--- src/rtl/mandelbrot_pkg.sv ---
// Shared constants for the sequential Mandelbrot pixel engine.
// Optional Julia-set seeding is enabled with MANDELBROT_JULIA_EN.
package mandelbrot_pkg;

   typedef logic [1:0] state_t;

   localparam state_t ST_IDLE = 2'd0;
   localparam state_t ST_RUN  = 2'd1;
   localparam state_t ST_DONE = 2'd2;

   localparam int INT_BITS = 2;
   localparam int ESC_R2   = 4;

endpackage

--- src/rtl/mandelbrot_step.sv ---
// One combinational z <- z^2 + c step with escape and overflow flags.
// Products are kept at full precision; next values at 2*WIDTH+1 bits.
module mandelbrot_step
   import mandelbrot_pkg::*;
#(
   parameter int WIDTH = 8
) (
   input  logic [WIDTH-1:0] zr,
   input  logic [WIDTH-1:0] zi,
   input  logic [WIDTH-1:0] cr,
   input  logic [WIDTH-1:0] ci,
   output logic [WIDTH-1:0] nzr,
   output logic [WIDTH-1:0] nzi,
   output logic             ovf,
   output logic             esc
);

   localparam int PW = 2 * WIDTH;
   localparam int MW = PW + 1;
   localparam int FB = WIDTH - INT_BITS;
   localparam logic signed [PW:0] LIM = MW'(ESC_R2) << (2 * FB);

   logic signed [PW-1:0] mrr, mii, mri;
   logic signed [PW:0]   mag, dre, dim, fre, fim;
   logic [WIDTH+1:0]     hr, hi;

   assign mrr = $signed(zr) * $signed(zr);
   assign mii = $signed(zi) * $signed(zi);
   assign mri = $signed(zr) * $signed(zi);

   assign mag = {mrr[PW-1], mrr} + {mii[PW-1], mii};
   assign dre = {mrr[PW-1], mrr} - {mii[PW-1], mii};
   assign dim = {mri, 1'b0};

   assign fre = (dre >>> FB)
              + $signed({{(WIDTH+1){cr[WIDTH-1]}}, cr});
   assign fim = (dim >>> FB)
              + $signed({{(WIDTH+1){ci[WIDTH-1]}}, ci});

   assign esc = (mag >= LIM);

   // in range only when every bit above the WIDTH-bit sign matches it
   assign hr  = fre[PW:WIDTH-1];
   assign hi  = fim[PW:WIDTH-1];
   assign ovf = ~(&hr | ~|hr) | ~(&hi | ~|hi);

   assign nzr = fre[WIDTH-1:0];
   assign nzi = fim[WIDTH-1:0];

endmodule

--- src/rtl/mandelbrot_iter.sv ---
// Sequential Mandelbrot engine: one iteration per clock, valid/ready I/O.
// Define MANDELBROT_JULIA_EN to add in_julia/in_zr/in_zi seeding ports.
module mandelbrot_iter
   import mandelbrot_pkg::*;
#(
   parameter int WIDTH  = 8,
   parameter int ITER_W = 6
) (
   input  logic              clk,
   input  logic              rst_n,
   input  logic              in_valid,
   output logic              in_ready,
   input  logic [WIDTH-1:0]  in_cr,
   input  logic [WIDTH-1:0]  in_ci,
   input  logic [ITER_W-1:0] in_max_iter,
`ifdef MANDELBROT_JULIA_EN
   input  logic              in_julia,
   input  logic [WIDTH-1:0]  in_zr,
   input  logic [WIDTH-1:0]  in_zi,
`endif
   output logic              out_valid,
   input  logic              out_ready,
   output logic [ITER_W-1:0] out_iter,
   output logic              out_escaped
);

   state_t            state;
   logic [WIDTH-1:0]  zr, zi, cr, ci;
   logic [WIDTH-1:0]  nzr, nzi, z0r, z0i;
   logic [ITER_W-1:0] n, m;
   logic              ovf, esc;

`ifdef MANDELBROT_JULIA_EN
   assign z0r = in_julia ? in_zr : '0;
   assign z0i = in_julia ? in_zi : '0;
`else
   assign z0r = '0;
   assign z0i = '0;
`endif

   mandelbrot_step #(.WIDTH(WIDTH)) u_step (
      .zr  (zr),
      .zi  (zi),
      .cr  (cr),
      .ci  (ci),
      .nzr (nzr),
      .nzi (nzi),
      .ovf (ovf),
      .esc (esc)
   );

   // gated by rst_n so the block never claims readiness while held in reset
   assign in_ready  = rst_n && (state == ST_IDLE);
   assign out_valid = (state == ST_DONE);

   always_ff @(posedge clk or negedge rst_n) begin
      if (!rst_n) begin
         state       <= ST_IDLE;
         zr          <= '0;
         zi          <= '0;
         cr          <= '0;
         ci          <= '0;
         n           <= '0;
         m           <= '0;
         out_iter    <= '0;
         out_escaped <= 1'b0;
      end else begin
         unique case (state)
            ST_IDLE: begin
               if (in_valid) begin
                  cr    <= in_cr;
                  ci    <= in_ci;
                  m     <= in_max_iter;
                  zr    <= z0r;
                  zi    <= z0i;
                  n     <= '0;
                  state <= ST_RUN;
               end
            end
            ST_RUN: begin
               if (esc) begin
                  out_iter    <= n;
                  out_escaped <= 1'b1;
                  state       <= ST_DONE;
               end else if (n == m) begin
                  out_iter    <= m;
                  out_escaped <= 1'b0;
                  state       <= ST_DONE;
               end else if (ovf) begin
                  out_iter    <= n + 1'b1;
                  out_escaped <= 1'b1;
                  state       <= ST_DONE;
               end else begin
                  zr <= nzr;
                  zi <= nzi;
                  n  <= n + 1'b1;
               end
            end
            ST_DONE: begin
               if (out_ready) state <= ST_IDLE;
            end
            default: state <= ST_IDLE;
         endcase
      end
   end

endmodule

--- config.mk ---
export PLATFORM = sky130hd
export DESIGN_NAME = mandelbrot_iter
export DESIGN_NICKNAME = d
export VERILOG_FILES = /design/src/rtl/mandelbrot_pkg.sv /design/src/rtl/mandelbrot_step.sv /design/src/rtl/mandelbrot_iter.sv
export SDC_FILE = /design/constraint.sdc
export NUM_CORES = 1
export LEC_CHECK = 0
export ABC_AREA = 1
export BUFFER_PORTS_ARGS = -buffer_cell sky130_fd_sc_hd__buf_2
export CORE_MARGIN = 3
export CORE_UTILIZATION = 49
export DETAILED_ROUTE_END_ITERATION = 8
export PLACE_DENSITY = 0.65
export REMOVE_ABC_BUFFERS = 1
export SLEW_MARGIN = 20
export SYNTH_ARGS = -nofsm -noshare
export SYNTH_HDL_FRONTEND = slang
export SYNTH_SLANG_ARGS = --single-unit
--- constraint.sdc ---
create_clock -name clk -period 20.6 [get_ports clk]
set_input_delay 1.03 -clock clk [delete_from_list [all_inputs] [get_ports clk]]
set_output_delay 1.03 -clock clk [all_outputs]
set_load 0.02 [all_outputs]
==> results of run 1 <==
[layout make-up]
type,count,area (µm²),area share (%)
clock buffers,6,129,1.05
well taps,319,399,3.24
clock inverters,2,13.8,0.112
repair buffers,39,208,1.69
multi-input cells,1117,8680,70.5
inverters,414,1550,12.6
flip-flops and latches,53,1330,10.8
[layer usage]
layer	global-route usage, %	wire length [µm]	vias up
met5	0	0	-
met4	3.72	377	0
met3	1.82	994	19
met2	34.9	12300	170
met1	30.0	12400	4642
li1	-	-	4878
[cell usage in the layout, fill, tap and decap left out, drive strengths merged, types with 23 or more instances in the layout]
cell / n
xor2: 56
ha: 128
fa: 147
inv: 415
o21ai: 40
a21oi: 80
buf: 39
nor2: 94
dfrtp: 53
xnor2: 23
nand2: 394
nand3: 81
[kinds of logic (layout without fill, tap and decap cells)]
family	count (synthesis)	in the layout	share of synthesized area (%)
muxes	14	14	1.34
buffers and inverters	466	461	15.0
xor gates and xnor gates	79	79	5.87
and+or+nand+nor	604	604	21.1
DFF	53	53	11.3
AOI/OAI and AO/OA	145	145	6.78
adders and majority gates	275	275	38.6
[synth_stat cells, drive strengths merged]
library cell and count:
a31oi 1, a211o 1, o21a 2, mux2 14, nor2 94, a221oi 1, a21oi 80, nand3 81
ha 128, clkbuf 42, and3 1, nand4 12, nor3 11, o211ai 3, inv 414, nand3b 1
o2111ai 3, o21ai 40, o21bai 9, nor3b 1, dfrtp 53, nor4 3, a211oi 1, or2 6
xnor2 23, fa 147, a21o 2, xor2 56, a31o 1, buf 10, a21boi 1, nand2 394
[through the flow]
step                instance area [µm²]  std cells
floorplan                         11600       1584
global placement                  12200       1942
detailed placement                12200       1942
CTS                               12300       1950
global route                      12300       1950
finish                            12300       1950
[sequential cells by signal, indices dropped and copies added, names as in the netlist]
signal and flops:
ci 8, m 6, zr 8, out_escaped 1, out_iter 6, n 6
zi 8, cr 8, state 2
[critical path, delay by kind of cell, from the launching register on]
family                   cells  cell delay (ns)
AO/OA/AOI/OAI                6             1.19
XOR/XNOR                     2             0.52
adder cells (fa/ha/maj)      7             2.55
buffers and inverters        8             0.82
flip-flops                   1             0.76
AND/OR/NAND/NOR             18             2.31
[power by group through the flow]
stage	registers, W	clock network, W	logic [W]
final	0.000190	0.0000852	0.00155
after global routing	0.000197	0.0000904	0.00178
after CTS	0.000191	0.0000872	0.00155
after detailed placement	0.000192	0	0.00154
after global placement	0.000192	0	0.00153
after floorplan	0.000177	0	0.00119
[path summary, 6_finish.rpt]
path                                          from                 endpoint  slack, ns  cells past startpoint
setup / recovery                 zi[7]$_DFFE_PN0P_         n[5]$_DFFE_PN0P_      12.40                     41
hold / removal             out_iter[5]$_DFFE_PN0P_  out_iter[5]$_DFFE_PN0P_       0.47                      2
setup reg to reg                 zi[7]$_DFFE_PN0P_         n[5]$_DFFE_PN0P_      12.40                     41
hold reg to reg            out_iter[5]$_DFFE_PN0P_  out_iter[5]$_DFFE_PN0P_       0.47                      2
max in group asynchronous                    rst_n        ci[1]$_DFFE_PN0P_      19.28                      2
min in group asynchronous                    rst_n        cr[0]$_DFFE_PN0P_       0.86                      2
==> flow_summary_export.csv, run 1 <==
group,metric,value,unit
cells_and_area,diodes,0,
grt,track_usage,20.8,%
die,die_w,161,µm
cells_and_area,drive_gt1_share,4.90,%
clocking,ctsHoldBuffers,0,
die,rows,56,
logic_synthesis,synth_largest_area_cell,"fa_1",
pwr,p_leak,7.41,nW
sta,rsz0062_at_grt,"false",
pwr,finalPower,0.00182,W
routing,drc_errors,0,
critical_path,cp.required,20.83,ns
clocking,h-tree-depth,2,
logic_synthesis,seq_area_frac_synth,11.3,%
sta,setup_tns,0,ns
routing,wl,26100,µm
routing,drt_iter0_drc,535,
grt,antenna_found_initial,0,
clocking,clockBufferDepth,2,
pwr,power.internal,0.000730,W
routing,vias_per_cell,4.98,
place,place_ws,12.47,ns
job,cap_violations,0,
routing,first_pass_iters,5,
clocking,post_cts.repair.setup_buffers,0,
clocking,cts_sinks,53,
cells_and_area,fin_nets,1931,
routing,vias,9709,
logic_synthesis,synth.top_cell.area_share,25.0,%
die,die-height,161,µm
die,start_util,50.0,%
logic_synthesis,syn_avg_cell_area,7.20,µm²
grt,grt_max_degree,55,
die,io_pins,35,
logic_synthesis,synth_area_leaders,"fa_1 (25%), ha_1 (14%), inv_1 (13%)",
critical_path,cp.arrival,8.43,ns
pwr,comb_power_share,84.9,%
grt,gr-total-overflow,0,
sta,skew,0.00652,ns
logic_synthesis,synth_cell_types,43,
clocking,post_cts_resized,0,
sta,timing.fmax,122,MHz
critical_path,cp-end-kind,"flop",
place,hpwlAfterDp,21500,µm
pwr,p_per_area,148,nW/µm²
die,core_region_area,23500,µm²
pwr,irDropWorstVdd,0.000133,V
pwr,p_clk_share,4.7,%
grt,grt_pass1_vias,9483,
sta,hold_ws,0.469,ns
hold_path,hp-class,"flop to flop",
sta,setup_ws,12.40,ns
critical_path,max_stage_delay,0.76,ns
routing,wl_per_cell,13.4,µm
logic_synthesis,synthCells,1636,
die,die_area,25900,µm²
logic_synthesis,yosys_warnings,0,
clocking,cts-root-buf,"clkbuf_16",
grt,grt_pass1_wl,45100,µm
critical_path,worstSetupPathType,"flop to flop",
logic_synthesis,synth-seq-cells,53,
sta,drv_slew,0,
sta,slew_headroom,40.0,%
routing,ant_nets,0,
sta,finalCritPeriodShare,39.8,%
critical_path,critPathLaunchType,"flop",
place,io_buffers,34,
sta,hold_viol,0,
clocking,cts_tree,"done",
sta,worst_pin_slew,0.899,ns
place,place_congestion,0.921,
sta,setup_viol,0,
logic_synthesis,syn_area,11800,µm²
critical_path,worst_path_max_delay_cell,"dfrtp_1",
pwr,netSwitchingFraction,60.0,%
outcome,status,"finished, final reports clean",
cells_and_area,syn_to_final_growth,4.52,%
pwr,switchingPower,0.00109,W
cells_and_area,finalCoreUtilization,52.3,%
pwr,power_frac_seq,10.4,%
clocking,numCtsBuffers,5,
clocking,clk-insertion-delay-late,0.29,ns
critical_path,crit_top_cell,"inv_1",
cells_and_area,fillers,2339,
clocking,cts.clk_slew.worst_paths,0.07,ns
sta,period_minus_slack,8.20,ns
critical_path,crit_fanout,23,
No activity file was read; power rests on OpenSTA's default activity.
==> run 2, diff against run 1 <==
Clock period 20.6 ns to 7.91 ns, I/O delays scaled along.
==> run 2 against run 1 <==
  * Sequential power rose by 140%
  * Critical path type unchanged
  * Critical path depth fell by 2
  * Cell count rose by 1.1%
  * Total power rose to 2.7 times the previous value
  * Worst setup slack got worse by 12 ns
  * Global-route usage rose by 0.62 points
  * Clock skew rose by 0.0043 ns
  * Sequential share of layout area fell by 0.058 points
  * Clock power rose to 2.7 times the previous value
  * Utilization rose by 0.98 points
  * Wire length rose by 2.1%
  * First-iteration DRC count fell by 5.2%
==> flow_summary_export.csv, run 2 (synthesized netlist as in run 1, its figures left out) <==
group,metric,value,unit
grt,track_usage,21.4,%
clocking,h-tree-depth,2,
grt,antenna_found_initial,0,
place,place_ws,0.371,ns
die,die-height,161,µm
critical_path,cp.arrival,7.55,ns
cells_and_area,finalNonFillerCells,1972,
routing,met2_length,12000,µm
grt,grt_pass1_wl,46300,µm
pwr,p_leak,7.50,nW
hold_path,hp-class,"primary input to async pin",
sta,setup_viol,0,
clocking,cts_tree,"done",
critical_path,ff2ff_path_depth,39,
critical_path,r2r_setup_slack,0.55,ns
routing,drc_errors,0,
critical_path,worst_path_max_delay_cell,"dfrtp_4",
routing,wl_met3,1070,µm
die,core_region_area,23500,µm²
routing,drt_iter0_drc,507,
die,rows,56,
cells_and_area,syn_to_final_growth,6.48,%
routing,wl_met1,12900,µm
sta,slew_headroom,53.6,%
critical_path,worstSetupPathType,"flop to flop",
sta,hold_viol,0,
die,start_util,50.0,%
critical_path,r2r_end,"zi[3]$_DFFE_PN0P_",
place,placed_cells,1961,
routing,first_pass_iters,5,
routing,wl,26600,µm
routing,wl_per_cell,13.5,µm
clocking,cts_sinks,53,
sta,timing.fmax,136,MHz
clocking,numCtsBuffers,5,
sta,finalCritPeriodShare,93.0,%
clocking,cts-root-buf,"clkbuf_16",
grt,grt_pass1_vias,9664,
critical_path,cp.required,8.10,ns
place,hpwlAfterDp,22600,µm
pwr,p_per_area,386,nW/µm²
sta,setup_ws,0.550,ns
cells_and_area,fin_nets,1953,
sta,hold_ws,0.257,ns
critical_path,critPathLaunchType,"flop",
grt,gr-total-overflow,0,
clocking,clockBufferDepth,2,
pwr,irDropWorstVdd,0.000361,V
cells_and_area,final_common_cell,"inv_1",
routing,highest_layer,"met4",
sta,skew,0.0108,ns
critical_path,max_stage_delay,0.58,ns
critical_path,r2r_start,"zr[2]$_DFFE_PN0P_",
routing,ant_nets,0,
sta,worst_pin_slew,0.696,ns
outcome,status,"finished, final reports clean",
cells_and_area,drive_gt1_share,7.26,%
job,cap_violations,0,
clocking,cts.clk_slew.worst_paths,0.08,ns
cells_and_area,diodes,0,
place,io_buffers,34,
grt,grt_max_degree,54,
sta,drv_slew,0,
critical_path,critPathCapture,"zi[3]$_DFFE_PN0P_",
routing,vias_per_cell,4.90,
place,place_congestion,0.894,
die,die_area,25900,µm²
die,die_w,161,µm
die,io_pins,35,
critical_path,cp-end-kind,"flop",
routing,vias,9664,
clocking,clk-insertion-delay-late,0.31,ns
sta,period_minus_slack,7.36,ns
critical_path,crit_fanout,23,
cells_and_area,layout_common_cells,"inv_1 (411), nand2_1 (387), fa_1 (147)",
critical_path,startpoint,"zr[2]$_DFFE_PN0P_",
[run 2: power by group]
| group | internal, W | switching [W] |
|---|---|---|
| Clock | 0.000120 | 0.000113 |
| Sequential | 0.000364 | 0.000100 |
| Combinational | 0.00147 | 0.00268 |
[run 2: through the flow]
stage               utilization (%)  setup TNS [ns]  power [W]  cell area (µm²)
floorplan                         -               0    0.00355            11600
global placement               52.3               0    0.00452            12300
detailed placement             52.3               0    0.00453            12300
CTS                            52.9               0    0.00479            12500
global route                   53.3         -0.0114    0.00550            12500
finish                         53.3               0    0.00485            12500
[run 2: critical path: cells and delay by family, from the launching register on]
kind | cells | cell delay [ns]
buf+inv | 7 | 0.45
simple gates | 19 | 2.30
xor+xnor | 3 | 0.61
flops | 1 | 0.58
compound gates | 3 | 0.56
fa+ha+maj | 7 | 2.69
[run 2: worst min-delay path by stage]
stage | endpoint | cells past startpoint | slack, ns | startpoint
2_1_floorplan | ci[0]$_DFFE_PN0P_ | 0 | 0.1 | rst_n
3_3_place_gp | out_escaped$_DFFE_PN0P_ | 2 | 0.45 | out_escaped$_DFFE_PN0P_
3_5_place_dp | out_iter[0]$_DFFE_PN0P_ | 2 | 0.45 | out_iter[0]$_DFFE_PN0P_
4_1_cts | state[1]$_DFFE_PN0P_ | 2 | 0.25 | out_ready
5_1_grt | state[1]$_DFFE_PN0P_ | 2 | 0.27 | out_ready
6_report | out_escaped$_DFFE_PN0P_ | 2 | 0.26 | rst_n
[run 2: what timing repair did]
| item | 4_1_cts | 5_1_grt |
|---|---|---|
| hold buffers | 0 | 0 |
| buffers inserted | 0 | 3 |
| endpoints found under the hold margin | 0 | 0 |
| gates resized for setup | 0 | 22 |
| endpoints found under the setup margin | 0 | 31 |
[run 2: per-layer routing]
layer	vias up	track usage, %
met2	184	34.3
met3	46	2.62
met4	0	5.51
met5	-	0
li1	4927	-
met1	4507	31.1
[run 2: final cells by class]
cell class,count,area [µm²]
Timing Repair Buffer,61,374
Tap cell,319,399
Multi-Input combinational cell,1117,8720
Sequential cell,53,1340
Clock inverter,3,26.3
Inverter,414,1560
Fill cell,2357,11000
Clock buffer,5,125
==> run 3, diff against run 2 <==
Settings changed: CELL_PAD_IN_SITES_DETAIL_PLACEMENT set to 0, CELL_PAD_IN_SITES_GLOBAL_PLACEMENT set to 2, CORE_UTILIZATION 49 to 38, CTS_BUF_LIST set to sky130_fd_sc_hd__clkbuf_4 sky130_fd_sc_hd__clkbuf_8 sky130_fd_sc_hd__clkbuf_16, CTS_CLUSTER_DIAMETER set to 150, PLACE_DENSITY 0.65 to 0.83.
==> run 3 against run 2 <==
  * Global-route usage shrank 3.0 points
  * Design area rose by 1.5%
  * Die area increased by 28%
  * Maximum frequency rose by 0.36%
  * Wire length increased by 11%
  * Sequential power is essentially flat
  * Critical path type unchanged
  * Largest cell class unchanged
==> flow_summary_export.csv, run 3 (synthesized netlist as in run 1, its figures left out) <==
group,metric,value,unit
clocking,cts_sinks,53,
critical_path,max_stage_delay,0.51,ns
sta,slew_headroom,51.7,%
pwr,irDropWorstVdd,0.000345,V
routing,ant_nets,0,
cells_and_area,multi_input_area,8770,µm²
job,cap_violations,0,
sta,finalCritPeriodShare,92.7,%
pwr,switchingPower,0.00304,W
critical_path,ff2ff_path_depth,39,
routing,wl_per_cell,14.4,µm
sta,setup_tns,0,ns
critical_path,r2r_start,"zi[1]$_DFFE_PN0P_",
cells_and_area,layout_common_cells,"inv_1 (412), nand2_1 (387), fa_1 (147)",
grt,gr-total-overflow,0,
clocking,clk-insertion-delay-late,0.31,ns
cells_and_area,fin_nets,1961,
pwr,power.internal,0.00198,W
critical_path,cp-end-kind,"flop",
cells_and_area,finalNonFillerCells,2051,
routing,wl,29600,µm
sta,period_minus_slack,7.33,ns
pwr,p_per_area,394,nW/µm²
cells_and_area,drive_gt1_share,8.13,%
critical_path,crit_buf_inv,9,
critical_path,crit_top_cell,"nand2_1",
cells_and_area,syn_to_final_growth,8.12,%
cells_and_area,final-seq-area,1340,µm²
clocking,cts_tree,"done",
hold_path,hp-class,"primary input to async pin",
die,die_area,33200,µm²
sta,worst_pin_slew,0.724,ns
clocking,cts.clk_slew.worst_paths,0.08,ns
critical_path,r2r_end,"zr[2]$_DFFE_PN0P_",
critical_path,worstSetupPathType,"flop to flop",
clocking,cts-root-buf,"clkbuf_16",
sta,timing.fmax,136,MHz
pwr,p_clk_share,4.6,%
place,io_buffers,34,
critical_path,critPathLaunchType,"flop",
die,io_pins,35,
grt,grt_pass1_wl,49900,µm
die,rows,63,
routing,drt_iter0_drc,488,
routing,vias,9746,
clocking,clockBufferDepth,2,
critical_path,cp.required,8.10,ns
grt,grt_max_degree,55,
place,placed_cells,2033,
routing,first_pass_iters,5,
clocking,numCtsBuffers,5,
grt,track_usage,18.4,%
clocking,h-tree-depth,2,
critical_path,worst_path_max_delay_cell,"fa_1",
place,hpwlAfterDp,25000,µm
sta,skew,0.00700,ns
outcome,status,"finished, final reports clean",
sta,rsz0062_at_grt,"false",
pwr,p_leak,7.56,nW
sta,drv_slew,0,
pwr,netSwitchingFraction,60.5,%
sta,setup_viol,0,
critical_path,crit_fanout,22,
critical_path,r2r_setup_slack,0.58,ns
grt,antenna_found_initial,0,
cells_and_area,final_common_cell,"inv_1",
die,die_w,182,µm
pwr,comb_power_share,86.2,%
die,start_util,39.1,%
routing,vias_per_cell,4.75,
routing,drc_errors,0,
sta,hold_viol,0,
pwr,power_frac_seq,9.2,%
grt,grt_pass1_vias,9873,
critical_path,cp.arrival,7.53,ns
cells_and_area,diodes,0,
critical_path,path_delay_family,"adder cells",
cells_and_area,fillers,3245,
die,core_region_area,30100,µm²
place,place_congestion,0.877,
die,die-height,182,µm
[run 3: layout make-up]
| type | instances | area share (%) |
|---|---|---|
| sequential | 53 | 10.5 |
| timing repair buffer | 69 | 3.41 |
| clock inverter | 3 | 0.177 |
| tap | 390 | 3.83 |
| clock buffer | 5 | 0.982 |
| multi-input combinational | 1117 | 68.9 |
| inverter | 414 | 12.2 |
[run 3: what timing repair did]
action                     CTS  global route
buffers inserted             0            10
setup endpoints to repair    0            31
hold buffers                 0             0
resized for setup            0            31
[run 3: worst max path at each step]
stage,slack (ns),cells past startpoint,endpoint,startpoint
CTS,0.21,39,zi[3]$_DFFE_PN0P_,zi[7]$_DFFE_PN0P_
global placement,0.14,37,zi[3]$_DFFE_PN0P_,zi[1]$_DFFE_PN0P_
finish,0.58,39,zr[2]$_DFFE_PN0P_,zi[1]$_DFFE_PN0P_
detailed placement,0.27,39,zi[3]$_DFFE_PN0P_,zi[7]$_DFFE_PN0P_
floorplan,0.97,38,n[0]$_DFFE_PN0P_,zi[7]$_DFFE_PN0P_
global route,0.007,41,zi[5]$_DFFE_PN0P_,zr[7]$_DFFE_PN0P_
[run 3: through the flow]
step | total power [W] | utilization, % | area [µm²] | hold WS [ns] | setup WS, ns
2_1_floorplan | 0.00355 | - | 11600 | 0.0999 | 0.972
3_3_place_gp | 0.00472 | 41.2 | 12400 | 0.455 | 0.139
6_report | 0.00502 | 42.3 | 12700 | 0.220 | 0.576
3_5_place_dp | 0.00468 | 41.2 | 12400 | 0.460 | 0.266
4_1_cts | 0.00495 | 41.7 | 12600 | 0.245 | 0.211
5_1_grt | 0.00567 | 42.3 | 12700 | 0.259 | 0.00688
[run 3: metal layers]
layer,GRT usage [%],share of wire [%],vias to the layer above
met5,0,0,-
met4,3.23,1.7,0
met3,1.34,3.2,26
met2,30.2,46,137
met1,27.0,50,4645
li1,-,-,4938
[run 3: power groups by stage]
| stage | combinational [W] | clock (W) | sequential (W) |
|---|---|---|---|
| 2_1_floorplan | 0.00309 | 0 | 0.000461 |
| 3_3_place_gp | 0.00426 | 0 | 0.000464 |
| 3_5_place_dp | 0.00421 | 0 | 0.000463 |
| 4_1_cts | 0.00424 | 0.000241 | 0.000461 |
| 5_1_grt | 0.00494 | 0.000252 | 0.000474 |
| 6_report | 0.00432 | 0.000232 | 0.000461 |
